`src/rtl/four_ask_demod_if.sv`:
```
// Sample-in / symbol-out bundle of the 4-ASK demodulator.
// Latency: n/a (signal bundle only).
// Backpressure: none; one sample per clock, outputs are free-running registers.
// Ports: sample/resync flow from the ADC side (master) into the demodulator (slave);
//        message/msg_valid/symbol/sym_valid/level flow back out to the sink.
interface four_ask_demod_if;
    logic [7:0] sample;
    logic       resync;
    logic       message;
    logic       msg_valid;
    logic [1:0] symbol;
    logic       sym_valid;
    logic [7:0] level;

    modport master (
        output sample, resync,
        input  message, msg_valid, symbol, sym_valid, level
    );

    modport slave (
        input  sample, resync,
        output message, msg_valid, symbol, sym_valid, level
    );
endinterface

```
`src/rtl/four_ask_demod.sv`:
```
// 4-ASK demodulator: integrates |sample-128| over a window per symbol, slices to 2 bits, reserialises MSB first.
// Latency: decision registered at the symbol wrap; a symbol received in period N is on message during period N+1.
// Backpressure: none; consumes one sample every clock, resync restarts symbol timing.
// Ports: clk (rising edge), rst (async active-low), bus (slave side of four_ask_demod_if).
module four_ask_demod #(
    parameter int SYM_CYCLES = 50000,
    parameter int WIN_LOG2   = 14,
    parameter int WIN_START  = 16808,
    parameter int TH1        = 13,
    parameter int TH2        = 40,
    parameter int TH3        = 67
) (
    input  logic            clk,
    input  logic            rst,
    four_ask_demod_if.slave bus
);
    localparam int CW = $clog2(SYM_CYCLES);
    localparam int AW = WIN_LOG2 + 8;
    localparam logic [CW-1:0] CNT_LAST     = CW'(SYM_CYCLES - 1);
    localparam logic [CW-1:0] CNT_HALF_M1  = CW'(SYM_CYCLES / 2 - 1);
    localparam logic [CW-1:0] CNT_WIN_OPEN = CW'(WIN_START);
    localparam logic [CW-1:0] CNT_WIN_LAST = CW'(WIN_START + (1 << WIN_LOG2) - 1);

    typedef enum logic [1:0] {ST_WAIT, ST_INTEG, ST_DECIDE} state_t;

    state_t          state, state_nxt;
    logic [CW-1:0]   sym_cnt;
    logic [AW-1:0]   acc;
    logic [7:0]      dev;
    logic [7:0]      mean;
    logic [1:0]      sym_dec;
    logic            decide_now;

    logic            message_q;
    logic            msg_valid_q;
    logic [1:0]      symbol_q;
    logic            sym_valid_q;
    logic [7:0]      level_q;

    // |sample-128|; 128-0 = 128 still fits in 8 bits
    assign dev  = bus.sample[7] ? {1'b0, bus.sample[6:0]} : (8'd128 - bus.sample);
    // window length is a power of two, so the mean is just the upper bits
    assign mean = acc[AW-1:WIN_LOG2];

    // resync at the decision point suppresses the decision
    assign decide_now = (state == ST_DECIDE) && (sym_cnt == CNT_LAST) && !bus.resync;

    always_comb begin
        sym_dec = 2'b00;
        if (mean >= 8'(TH3))      sym_dec = 2'b11;
        else if (mean >= 8'(TH2)) sym_dec = 2'b10;
        else if (mean >= 8'(TH1)) sym_dec = 2'b01;
    end

    always_ff @(posedge clk or negedge rst) begin
        if (!rst)                   sym_cnt <= '0;
        else if (bus.resync)        sym_cnt <= '0;
        else if (sym_cnt == CNT_LAST) sym_cnt <= '0;
        else                        sym_cnt <= sym_cnt + CW'(1);
    end

    always_ff @(posedge clk or negedge rst) begin
        if (!rst) state <= ST_WAIT;
        else      state <= state_nxt;
    end

    always_comb begin
        state_nxt = state;
        if (bus.resync) begin
            state_nxt = ST_WAIT;
        end else begin
            case (state)
                ST_WAIT:   if (sym_cnt == CNT_WIN_OPEN) state_nxt = ST_INTEG;
                ST_INTEG:  if (sym_cnt == CNT_WIN_LAST) state_nxt = ST_DECIDE;
                ST_DECIDE: if (sym_cnt == CNT_LAST)     state_nxt = ST_WAIT;
                default:   state_nxt = ST_WAIT;
            endcase
        end
    end

    // window-open sample loads rather than adds, so no clear is needed between symbols
    always_ff @(posedge clk or negedge rst) begin
        if (!rst)                                             acc <= '0;
        else if (bus.resync)                                  acc <= '0;
        else if (state == ST_WAIT && sym_cnt == CNT_WIN_OPEN) acc <= AW'(dev);
        else if (state == ST_INTEG)                           acc <= acc + AW'(dev);
    end

    always_ff @(posedge clk or negedge rst) begin
        if (!rst) begin
            sym_valid_q <= 1'b0;
            symbol_q    <= 2'b00;
            level_q     <= 8'd0;
            msg_valid_q <= 1'b0;
        end else begin
            sym_valid_q <= decide_now;
            if (decide_now) begin
                symbol_q    <= sym_dec;
                level_q     <= mean;
                msg_valid_q <= 1'b1;
            end
        end
    end

    // Serialiser tracks the symbol register: at the wrap it takes the symbol
    // being registered on that same edge, so message and symbol stay aligned.
    always_ff @(posedge clk or negedge rst) begin
        if (!rst)                         message_q <= 1'b0;
        else if (bus.resync)              message_q <= symbol_q[1];
        else if (sym_cnt == CNT_LAST)     message_q <= decide_now ? sym_dec[1] : symbol_q[1];
        else if (sym_cnt == CNT_HALF_M1)  message_q <= symbol_q[0];
    end

    assign bus.message   = message_q;
    assign bus.msg_valid = msg_valid_q;
    assign bus.symbol    = symbol_q;
    assign bus.sym_valid = sym_valid_q;
    assign bus.level     = level_q;
endmodule

```
`src/flat_wrapper.sv`:
```
// flat-port wrapper written by rule: the top's interface ports become plain ports
module four_ask_demod_flat 
#(
    parameter int SYM_CYCLES = 50000,
    parameter int WIN_LOG2   = 14,
    parameter int WIN_START  = 16808,
    parameter int TH1        = 13,
    parameter int TH2        = 40,
    parameter int TH3        = 67
)
  (clk, rst, bus_sample, bus_resync, bus_message, bus_msg_valid, bus_symbol, bus_sym_valid, bus_level);
  four_ask_demod_if bus_i ();
  input  logic clk;
  input  logic rst;
  input wire logic [$bits(bus_i.sample)-1:0] bus_sample;
  input wire logic [$bits(bus_i.resync)-1:0] bus_resync;
  output wire logic [$bits(bus_i.message)-1:0] bus_message;
  output wire logic [$bits(bus_i.msg_valid)-1:0] bus_msg_valid;
  output wire logic [$bits(bus_i.symbol)-1:0] bus_symbol;
  output wire logic [$bits(bus_i.sym_valid)-1:0] bus_sym_valid;
  output wire logic [$bits(bus_i.level)-1:0] bus_level;
  assign bus_i.sample = bus_sample;
  assign bus_i.resync = bus_resync;
  assign bus_message = bus_i.message;
  assign bus_msg_valid = bus_i.msg_valid;
  assign bus_symbol = bus_i.symbol;
  assign bus_sym_valid = bus_i.sym_valid;
  assign bus_level = bus_i.level;
  four_ask_demod #(.SYM_CYCLES(SYM_CYCLES), .WIN_LOG2(WIN_LOG2), .WIN_START(WIN_START), .TH1(TH1), .TH2(TH2), .TH3(TH3)) u_core (.clk(clk), .rst(rst), .bus(bus_i));
endmodule
```
`config.mk`:
```
export PLATFORM = sky130hd
export DESIGN_NAME = four_ask_demod_flat
export DESIGN_NICKNAME = d
export VERILOG_FILES = /design/src/rtl/four_ask_demod_if.sv /design/src/rtl/four_ask_demod.sv /design/src/flat_wrapper.sv
export SDC_FILE = /design/constraint.sdc
export NUM_CORES = 1
export LEC_CHECK = 0
export BUFFER_PORTS_ARGS = -buffer_cell sky130_fd_sc_hd__buf_2
export CAP_MARGIN = 10
export CORE_ASPECT_RATIO = 0.9
export CORE_UTILIZATION = 48
export CTS_CLUSTER_DIAMETER = 60
export DETAILED_ROUTE_END_ITERATION = 8
export GPL_TIMING_DRIVEN = 0
export PLACE_DENSITY = 0.78
export SKIP_LAST_GASP = 1
export SLEW_MARGIN = 20
export SYNTH_ARGS = -nofsm -noshare
export SYNTH_HDL_FRONTEND = slang
export SYNTH_SLANG_ARGS = --single-unit
```
`constraint.sdc`:
```
create_clock -name clk -period 6 [get_ports clk]
set_clock_uncertainty 0.15 [all_clocks]
set_input_delay 0 -clock clk [delete_from_list [all_inputs] [get_ports clk]]
set_output_delay 0 -clock clk [all_outputs]
set_load 0.02 [all_outputs]
```
### Word level (Yosys, flattened, before mapping)

Cells that the tools add are included.
W data, S select, Z words.

| cells by class | value |
|---|---|
| add/subtract/negate cells | 3 |
| magnitude comparators | 3 |
| eq/ne operators | 9 |
| mux-type cells | 18 |
| reductions and logical operators | 8 |

Operators with widths:

| cell | count |
|---|---|
| $mux W22 | 3 |
| $eq A16 B15 Y1 const B | 2 |
| $eq A16 B16 Y1 const B | 2 |
| $mux W16 | 2 |
| $add A22 B8 Y22 | 1 |
| $add A16 B1 Y16 const B | 1 |
| $mux W2 | 6 |
| $ge A8 B4 Y1 const B | 1 |
| $ge A8 B6 Y1 const B | 1 |
| $ge A8 B7 Y1 const B | 1 |
| $mux W8 | 1 |
| $sub A8 B8 Y8 const A | 1 |
| $ne A3 B2 Y1 const B | 2 |
| $pmux W2 S3 | 1 |
| $reduce_bool A3 Y1 | 2 |
| $mux W1 | 5 |
| $logic_and A1 B1 Y1 | 3 |
| $ne A3 B3 Y1 const B | 1 |
| $reduce_and A3 Y1 | 1 |
| $eq A2 B1 Y1 const B | 1 |
| $eq A2 B2 Y1 const B | 1 |
| $logic_not A2 Y1 | 1 |
| $logic_not A1 Y1 | 1 |

| word-level totals | value |
|---|---|
| flip-flop bits (word level) | 53 |
| input bits | 11 |
| output and inout port bits | 13 |
| word-level logic and storage cells | 49 |

### Longest topological paths before layout

Gate-level depths: netlist of run 1.

| depth | value |
|---|---|
| depth after elaboration | 7 |
| mapped depth | 11 |
| depth with buffers taken out | 10 |

### Worst setup path before layout of run 1

OpenSTA, ideal clock, no wires.

| timing | value |
|---|---|
| kind | input -> register |
| from | input port bus_sample[0] |
| to | register u_core.acc[7] |
| library setup time | 0.087 ns |
| arrival time | 2.144 ns |
| required time | 5.763 ns |
| slack | 3.619 ns |
| stages | 10 |
| buffers on the path | 0 |
| cells stage by stage | inv_1 > ha_1 > a21oi_1 > xor2_1 > ha_1 > and3_1 > a221oi_2 > nor2_1 > or4_1 > a211oi_2 |

| on the way | value |
|---|---|
| word-level cells in the longest chain between the ends | 6 |

RTL lines:

| item | RTL line | RTL |
|---|---|---|
| from (decl) | flat_wrapper.sv:15 | `input wire logic [$bits(bus_i.sample)-1:0] bus_sample;` |
| $sub A8 B8 Y8 | four_ask_demod.sv:41 | `assign dev = bus.sample[7] ? {1'b0, bus.sample[6:0]} : (8'd128 - bus.sample);` |
| $mux W8 * | four_ask_demod.sv:41 |  |
| $add A22 B8 Y22 | four_ask_demod.sv:86 | `else if (state == ST_INTEG) acc <= acc + AW'(dev);` |
| $mux W22 | four_ask_demod.sv:86 |  |
| $mux W22 * | four_ask_demod.sv:85 | `else if (state == ST_WAIT && sym_cnt == CNT_WIN_OPEN) acc <= AW'(dev);` |
| $mux W22 * | four_ask_demod.sv:84 | `else if (bus.resync) acc <= '0;` |
| to (signal assigned) | four_ask_demod.sv:85 |  |
| to (signal assigned) | four_ask_demod.sv:86 |  |
| to (decl) | four_ask_demod.sv:28 | `logic [AW-1:0] acc;` |

Mark *: on every way between the ends. The rest lies on a longest branch, timed or not. The select of a mux whose other input is x is not followed.
A chain may end at the register's enable or synchronous reset.

### Worst setup path after layout of run 1

| timing | value |
|---|---|
| from | input port bus_sample[0] |
| to | register u_core.acc[21] |

| on the way | value |
|---|---|
| word-level cells in the longest chain between the ends | 6 |

RTL lines:

| item | RTL line |
|---|---|
| $sub A8 B8 Y8 | four_ask_demod.sv:41 |
| $mux W8 * | four_ask_demod.sv:41 |
| $add A22 B8 Y22 * | four_ask_demod.sv:86 |
| $mux W22 * | four_ask_demod.sv:86 |
| $mux W22 * | four_ask_demod.sv:85 |
| $mux W22 * | four_ask_demod.sv:84 |

Marked as above.

==> impl_metrics.ini, run 1 <==
[run]
cap_violations = 0

[routing]
drt_iter0_markers = 143
wire_per_inst_um = 14.9
totalWireLength_um = 6820
dr.pass1.iters = 4
antenna_left = 0
drcViolationCount = 0
viasPerCell = 5.72
vias = 2626

[synthesis]
synth_area_per_cell_um2 = 10.0
synth_edf_count = 0
synthFlopType = dfrtp_1
netlist_area_mm2 = 0.00334
synth_cells = 334
synthArstFlopShare = 1.00
synth_largest_area_cell = dfrtp_1
synth.top_cells.by_area = dfrtp_1 (40%), ha_1 (4.9%), nor2_1 (4.8%), xor2_1 (3.9%), a21oi_1 (2.4%)
synth.distinct_cells = 67
ys_warn_count = 0
ys_ff_latch = 53
syn_nets = 359
yosysTopAreaCellShare = 0.397
yosysSeqAreaShare = 0.397

[grt]
grt_util_met3 = 0.0365
use_met1 = 0.262
grtUsageMet2 = 0.346
grt_antenna_before_repair = 0
grt_max_degree = 54
grt_pass1_vias = 2535
grt_busiest_layer = met2
grt_pass1_wl_um = 11800
grt_overflow = 0
track_usage = 0.200

[floorplanning]
num_rows = 28
die-area_mm2 = 0.00730
core_mm2 = 0.00666
die_h_um = 81.1
die_w_um = 89.9
ios = 24
start_util = 0.502

[cts]
cts-root-buf = clkbuf_8
insertion_delay_ns = 0.32
clk_pin_slew_worst_paths_ns = 0.10
clk_path_buf_depth = 2
cts_sinks = 53
postCtsSetupBuffers = 0
cts_tree = yes
htree_levels = 2
ctsResizeCount = 0
cts_hold_buf = 5
cts_made_buffers = 5

[outcome]
outcome = finished clean

[critical_path]
slowest_delay_ns = 0.52
crit_family = compound AO/OA/AOI/OAI gates
path_max_fanout = 10
critPathArrivalTime_ns = 3.13
worstSetupStartpointType = input pin
path_class = in2reg
required_ns = 6.07
cpMaxStageDelayCell = dlygate4sd3_1
crit_path_cell_trace = dlygate4sd3_1 > buf_2 > inv_1 > ha_1 > a21oi_1 > xor2_1 > ha_1 > and3_1 > a221oi_2 > o21a_2 > buf_2 > nor4_1 > a211o_1
cp.depth = 13
path_buf_inv = 4
reg2reg_depth = 8
cp-end-kind = flip-flop

[placed_design]
routabilityCongestion = 0.777
numPortBuffers = 22
hpwlAfterDp_um = 4810
dpl.cell_count = 446

[layout]
final_core_util = 0.557
antenna_cells = 0
nets = 393
syn2layout_area_growth_pct = 11.1
layout.cells.non_filler = 459
layout-drive-gt1-share = 0.168

[timing]
tightest_slew_ns = 0.682
min_period_ns = 3.07
rsz0062_at_grt = no
setup_viol = 0
max_freq_mhz = 326
drv_slew = 0
finalSetupTns_ns = 0
maxSlewHeadroom = 0.545
period_share = 0.511
final_hold_viol_count = 0

[pwr]
ir_worst_vdd_v = 0.000112
p_per_area_mw_per_mm2 = 172
leakage_nw = 1.79

[hold_path]
min_path_cells = 4
min_path_type = in2reg
==> path summary, 6_finish.rpt <==
path	startpoint	slack, ns	end
max	bus_sample[0]	2.93	u_core.acc[21]
min	bus_sample[3]	0.04	u_core.acc[3]
min in group asynchronous	rst	0.10	u_core.sym_cnt[11]
max in group asynchronous	rst	5.14	u_core.sym_cnt[14]
min reg2reg	u_core.bus.msg_valid	0.32	u_core.bus.msg_valid
max reg2reg	u_core.acc[0]	3.38	u_core.acc[20]
==> registers in the layout (all words and copies together) (netlist names) <==
register	flops
u_core.acc	22
u_core.bus.sym_valid	1
u_core.bus.msg_valid	1
u_core.state	2
u_core.sym_cnt	16
u_core.bus.message	1
u_core.bus.level	8
u_core.bus.symbol	2
==> synthesized netlist by cell type, types with 3 or more instances <==
cell / number
buf_2: 4
xor2_1: 15
a21o_1: 5
inv_1: 5
o211a_1: 6
xnor2_1: 9
nand2b_1: 3
nor4_1: 7
nor4b_1: 5
a211o_1: 8
clkbuf_1: 6
ha_1: 13
o211ai_1: 4
and3_1: 6
dfrtp_1: 53
nor2_1: 43
a21oi_1: 16
or4_1: 5
nand3_1: 12
clkbuf_8: 3
mux2_1: 7
nor3b_1: 5
nand4_1: 5
a211oi_1: 8
nor3_1: 6
mux2i_1: 4
nand2_1: 20
==> layer usage <==
layer	part of all wire	wire (um)
met4	0.010	71
met1	0.47	3190
met2	0.49	3360
met3	0.029	200
met5	0	0
==> final cells by class <==
class | count | area, um^2
plain buffers | 17 | 121
clock buffers | 5 | 68.8
clock inverters | 3 | 25.0
fillers | 608 | 2950
inverters | 6 | 22.5
multi-input cells | 258 | 1870
flip-flops and latches | 53 | 1330
well taps | 90 | 113
repair buffers | 27 | 163
==> worst reg2reg max path, stage by stage (launching register included) <==
cell and delay (ns):
dfrtp_1 0.40, ha_1 0.21, fa_1 0.40, and3_1 0.21, o211ai_1 0.29, a21o_1 0.15
clkbuf_1 0.35, nor4b_1 0.11, a211o_1 0.24
==> per-stage QoR <==
step	setup WS, ns	hold WS (ns)	cell area (um^2)	total power (W)
3_3_place_gp	3.21	0.0979	3560	0.000428
2_1_floorplan	3.62	-0.446	3340	0.000408
4_1_cts	2.95	0.0136	3710	0.000647
6_report	2.93	0.0423	3710	0.000640
5_1_grt	2.77	0.0784	3710	0.000669
3_5_place_dp	3.17	-0.0615	3560	0.000430
==> cells by family (layout without fill, tap and decap cells) <==
group | Yosys count | in the layout | share of synthesized area
multiplexers | 13 | 13 | 0.0423
AND/OR/NAND/NOR | 141 | 141 | 0.250
AO/OA/AOI/OAI | 66 | 66 | 0.150
adder cells (fa/ha/maj) | 14 | 14 | 0.0547
XOR/XNOR | 24 | 24 | 0.0629
buffers and inverters | 23 | 58 | 0.0431
flip-flops | 53 | 53 | 0.397
==> report_power, final <==
part | switching [W] | internal [W] | total, W
logic | 0.0000375 | 0.0000246 | 0.0000622
clock network | 0.000130 | 0.0000845 | 0.000214
registers | 0.00000286 | 0.000360 | 0.000363
==> layout by cell type, fill, tap and decap left out, types with 9 or more instances in the layout <==
| cell | n |
|---|---|
| a21oi_1 | 16 |
| buf_2 | 25 |
| dfrtp_1 | 53 |
| ha_1 | 13 |
| nand2_1 | 20 |
| nand3_1 | 12 |
| nor2_1 | 43 |
| xnor2_1 | 9 |
| xor2_1 | 15 |
Note: power is estimated with default switching activity, not from simulation.
==> run 2, diff against run 1 <==
--- a/config.mk
+++ b/config.mk
@@ -12,7 +12,7 @@
 export CTS_CLUSTER_DIAMETER = 60
 export DETAILED_ROUTE_END_ITERATION = 8
 export GPL_TIMING_DRIVEN = 0
-export PLACE_DENSITY = 0.78
+export PLACE_DENSITY = 0.8
 export SKIP_LAST_GASP = 1
 export SLEW_MARGIN = 20
 export SYNTH_ARGS = -nofsm -noshare
==> constraint.sdc (replaced) <==
create_clock -name clk -period 2.7 [get_ports clk]
set_clock_uncertainty 0.15 [all_clocks]
set_input_delay 0 -clock clk [delete_from_list [all_inputs] [get_ports clk]]
set_output_delay 0 -clock clk [all_outputs]
set_load 0.02 [all_outputs]
==> run 2 against run 1 <==
- combinational power rose by 130%
- clock power rose by 120%
- first-iteration DRC count grew 27%
- critical path depth down 3
- clock-buffer cell count stayed put
- power is 120% higher
- core utilization about the same
- global-route usage down 0.53 points
- cell count is 0.22% lower
- sequential cell count is the same
- sequential share of layout area about the same
- die area is the same
- largest power group unchanged
==> impl_metrics.ini, run 2 (synthesized netlist as in run 1, its figures left out) <==
[timing]
min_period_ns = 2.60
max_freq_mhz = 385
setup_viol = 0
final_hold_viol_count = 0
drv_slew = 0
maxSlewHeadroom = 0.548
period_share = 0.962
rsz0062_at_grt = no
tightest_slew_ns = 0.678

[cts]
clk_pin_slew_worst_paths_ns = 0.11
ctsResizeCount = 0
cts_sinks = 53
cts_tree = yes
clk_path_buf_depth = 2
cts-root-buf = clkbuf_8
htree_levels = 2
cts_made_buffers = 5
insertion_delay_ns = 0.32
postCtsSetupBuffers = 0

[grt]
grt_max_degree = 54
grt_pass1_wl_um = 11500
track_usage = 0.195
grt_antenna_before_repair = 0
grt_pass1_vias = 2484
grt_overflow = 0

[pwr]
p_switching_w = 0.000379
combPwrFrac = 0.098
p_clk_frac = 0.335
leakage_nw = 1.79
pwr-share-seq = 0.567
ir_worst_vdd_v = 0.000285
intPower_w = 0.00105
p_per_area_mw_per_mm2 = 384
switching_share = 0.266
power.total_w = 0.00142

[routing]
vias = 2646
dr.pass1.iters = 4
wire_per_inst_um = 15.0
viasPerCell = 5.78
antenna_left = 0
drcViolationCount = 0
drt_iter0_markers = 181
totalWireLength_um = 6890

[layout]
regMostFlops = u_core.acc
antenna_cells = 0
mostFrequentLayoutCell = dfrtp_1
largest_reg_flops = 22
final_cell_mix = dfrtp_1 (53), nor2_1 (43), buf_2 (25), nand2_1 (20), a21oi_1 (16)
syn2layout_area_growth_pct = 11.0
layout.cells.non_filler = 458
nets = 392
fin_area_mm2 = 0.00371
num-fill-cells = 576
final_core_util = 0.557
layout-drive-gt1-share = 0.168

[outcome]
outcome = finished clean

[run]
cap_violations = 0

[critical_path]
crit_family = buffers and inverters
path_buf_inv = 3
reg2reg_depth = 7
critPathArrivalTime_ns = 2.65
reg2reg_to = u_core.acc[20]
cp_common_cell = buf_2
r2r_slack_ns = 0.18
worstSetupStartpointType = input pin
timing.rr.start = u_core.acc[0]
cp-end-kind = flip-flop
cpMaxStageDelayCell = dlygate4sd3_1
required_ns = 2.75
path_max_fanout = 10
slowest_delay_ns = 0.57
crit_path_cell_trace = buf_2 > dlygate4sd3_1 > xor2_1 > ha_1 > and3_1 > a221oi_2 > o21a_2 > buf_2 > nor4_1 > a211o_1
path_class = in2reg

[hold_path]
min_path_type = in2reg
hold_end = u_core.acc[3]
hold_path_startpoint = bus_sample[3]
min_path_cells = 4

[floorplanning]
num_rows = 28
die_h_um = 81.1
die-area_mm2 = 0.00730
start_util = 0.502
core_mm2 = 0.00666
ios = 24
die_w_um = 89.9

[placed_design]
placed_area_mm2 = 0.00356
numPortBuffers = 22
routabilityCongestion = 0.803
dpl.cell_count = 446
hpwlAfterDp_um = 4800
==> run 2: cell count changes in the layout (fill, tap and decap cells not counted) <==
cell	before	now
clkinv_4	1	2
clkinvlp_4	1	0
clkbuf_1	6	5
==> run 2: layout make-up <==
| cell class | count | area (um^2) | share of cell area |
|---|---|---|---|
| multi-input cells | 258 | 1870 | 0.504 |
| well taps | 90 | 113 | 0.0304 |
| clock buffers | 5 | 68.8 | 0.0186 |
| clock inverters | 3 | 26.3 | 0.00709 |
| plain buffers | 16 | 118 | 0.0317 |
| inverters | 6 | 22.5 | 0.00608 |
| flip-flops and latches | 53 | 1330 | 0.358 |
| repair buffers | 27 | 163 | 0.0439 |
==> run 2: power groups by stage <==
stage                     clock, W  sequential [W]  combinational (W)
after floorplan                  0        0.000827          0.0000795
after global placement           0        0.000823           0.000129
after detailed placement         0        0.000823           0.000134
after CTS                 0.000484        0.000808           0.000141
after global routing      0.000512        0.000809           0.000157
final                     0.000477        0.000808           0.000140
==> run 2: worst reg2reg max path, cell delays in order (launching register included) <==
cell	delay (ns)
dfrtp_1	0.40
ha_1	0.22
fa_1	0.41
and3_1	0.22
o211ai_1	0.28
a21o_1	0.39
nor4b_1	0.11
a211o_1	0.25
==> run 2: worst max-delay path by stage <==
| stage | start | endpoint | slack [ns] | cells after the start |
|---|---|---|---|---|
| after floorplan | bus_sample[0] | u_core.acc[7] | 0.32 | 10 |
| after global placement | bus_sample[0] | u_core.acc[16] | -0.09 | 11 |
| after detailed placement | bus_sample[0] | u_core.acc[20] | -0.14 | 11 |
| after CTS | u_core.acc[0] | u_core.acc[20] | 0.04 | 8 |
| after global routing | bus_sample[4] | u_core.acc[15] | 0.009 | 10 |
| final | bus_sample[4] | u_core.acc[15] | 0.10 | 10 |
==> run 2: what timing repair did <==
action,4_1_cts,5_1_grt
hold buffers,5,0
hold endpoints to repair,67,0
endpoints found under the setup margin,0,7
==> run 2: per-layer routing <==
layer | track usage | wire length (um) | up-vias
met5 | 0 | 0 | -
met4 | 0.0452 | 50 | 0
met3 | 0.0318 | 194 | 6
met2 | 0.355 | 3460 | 46
met1 | 0.246 | 3180 | 1301
li1 | - | - | 1293
==> run 2: through the flow <==
stage / setup WS, ns / setup TNS [ns] / hold WS (ns)
6_report: 0.103 / 0 / 0.0320
3_5_place_dp: -0.145 / -1.09 / -0.0640
4_1_cts: 0.0378 / 0 / 0.0375
2_1_floorplan: 0.319 / 0 / -0.446
5_1_grt: 0.00905 / 0 / 0.0890
3_3_place_gp: -0.0858 / -0.412 / 0.0976
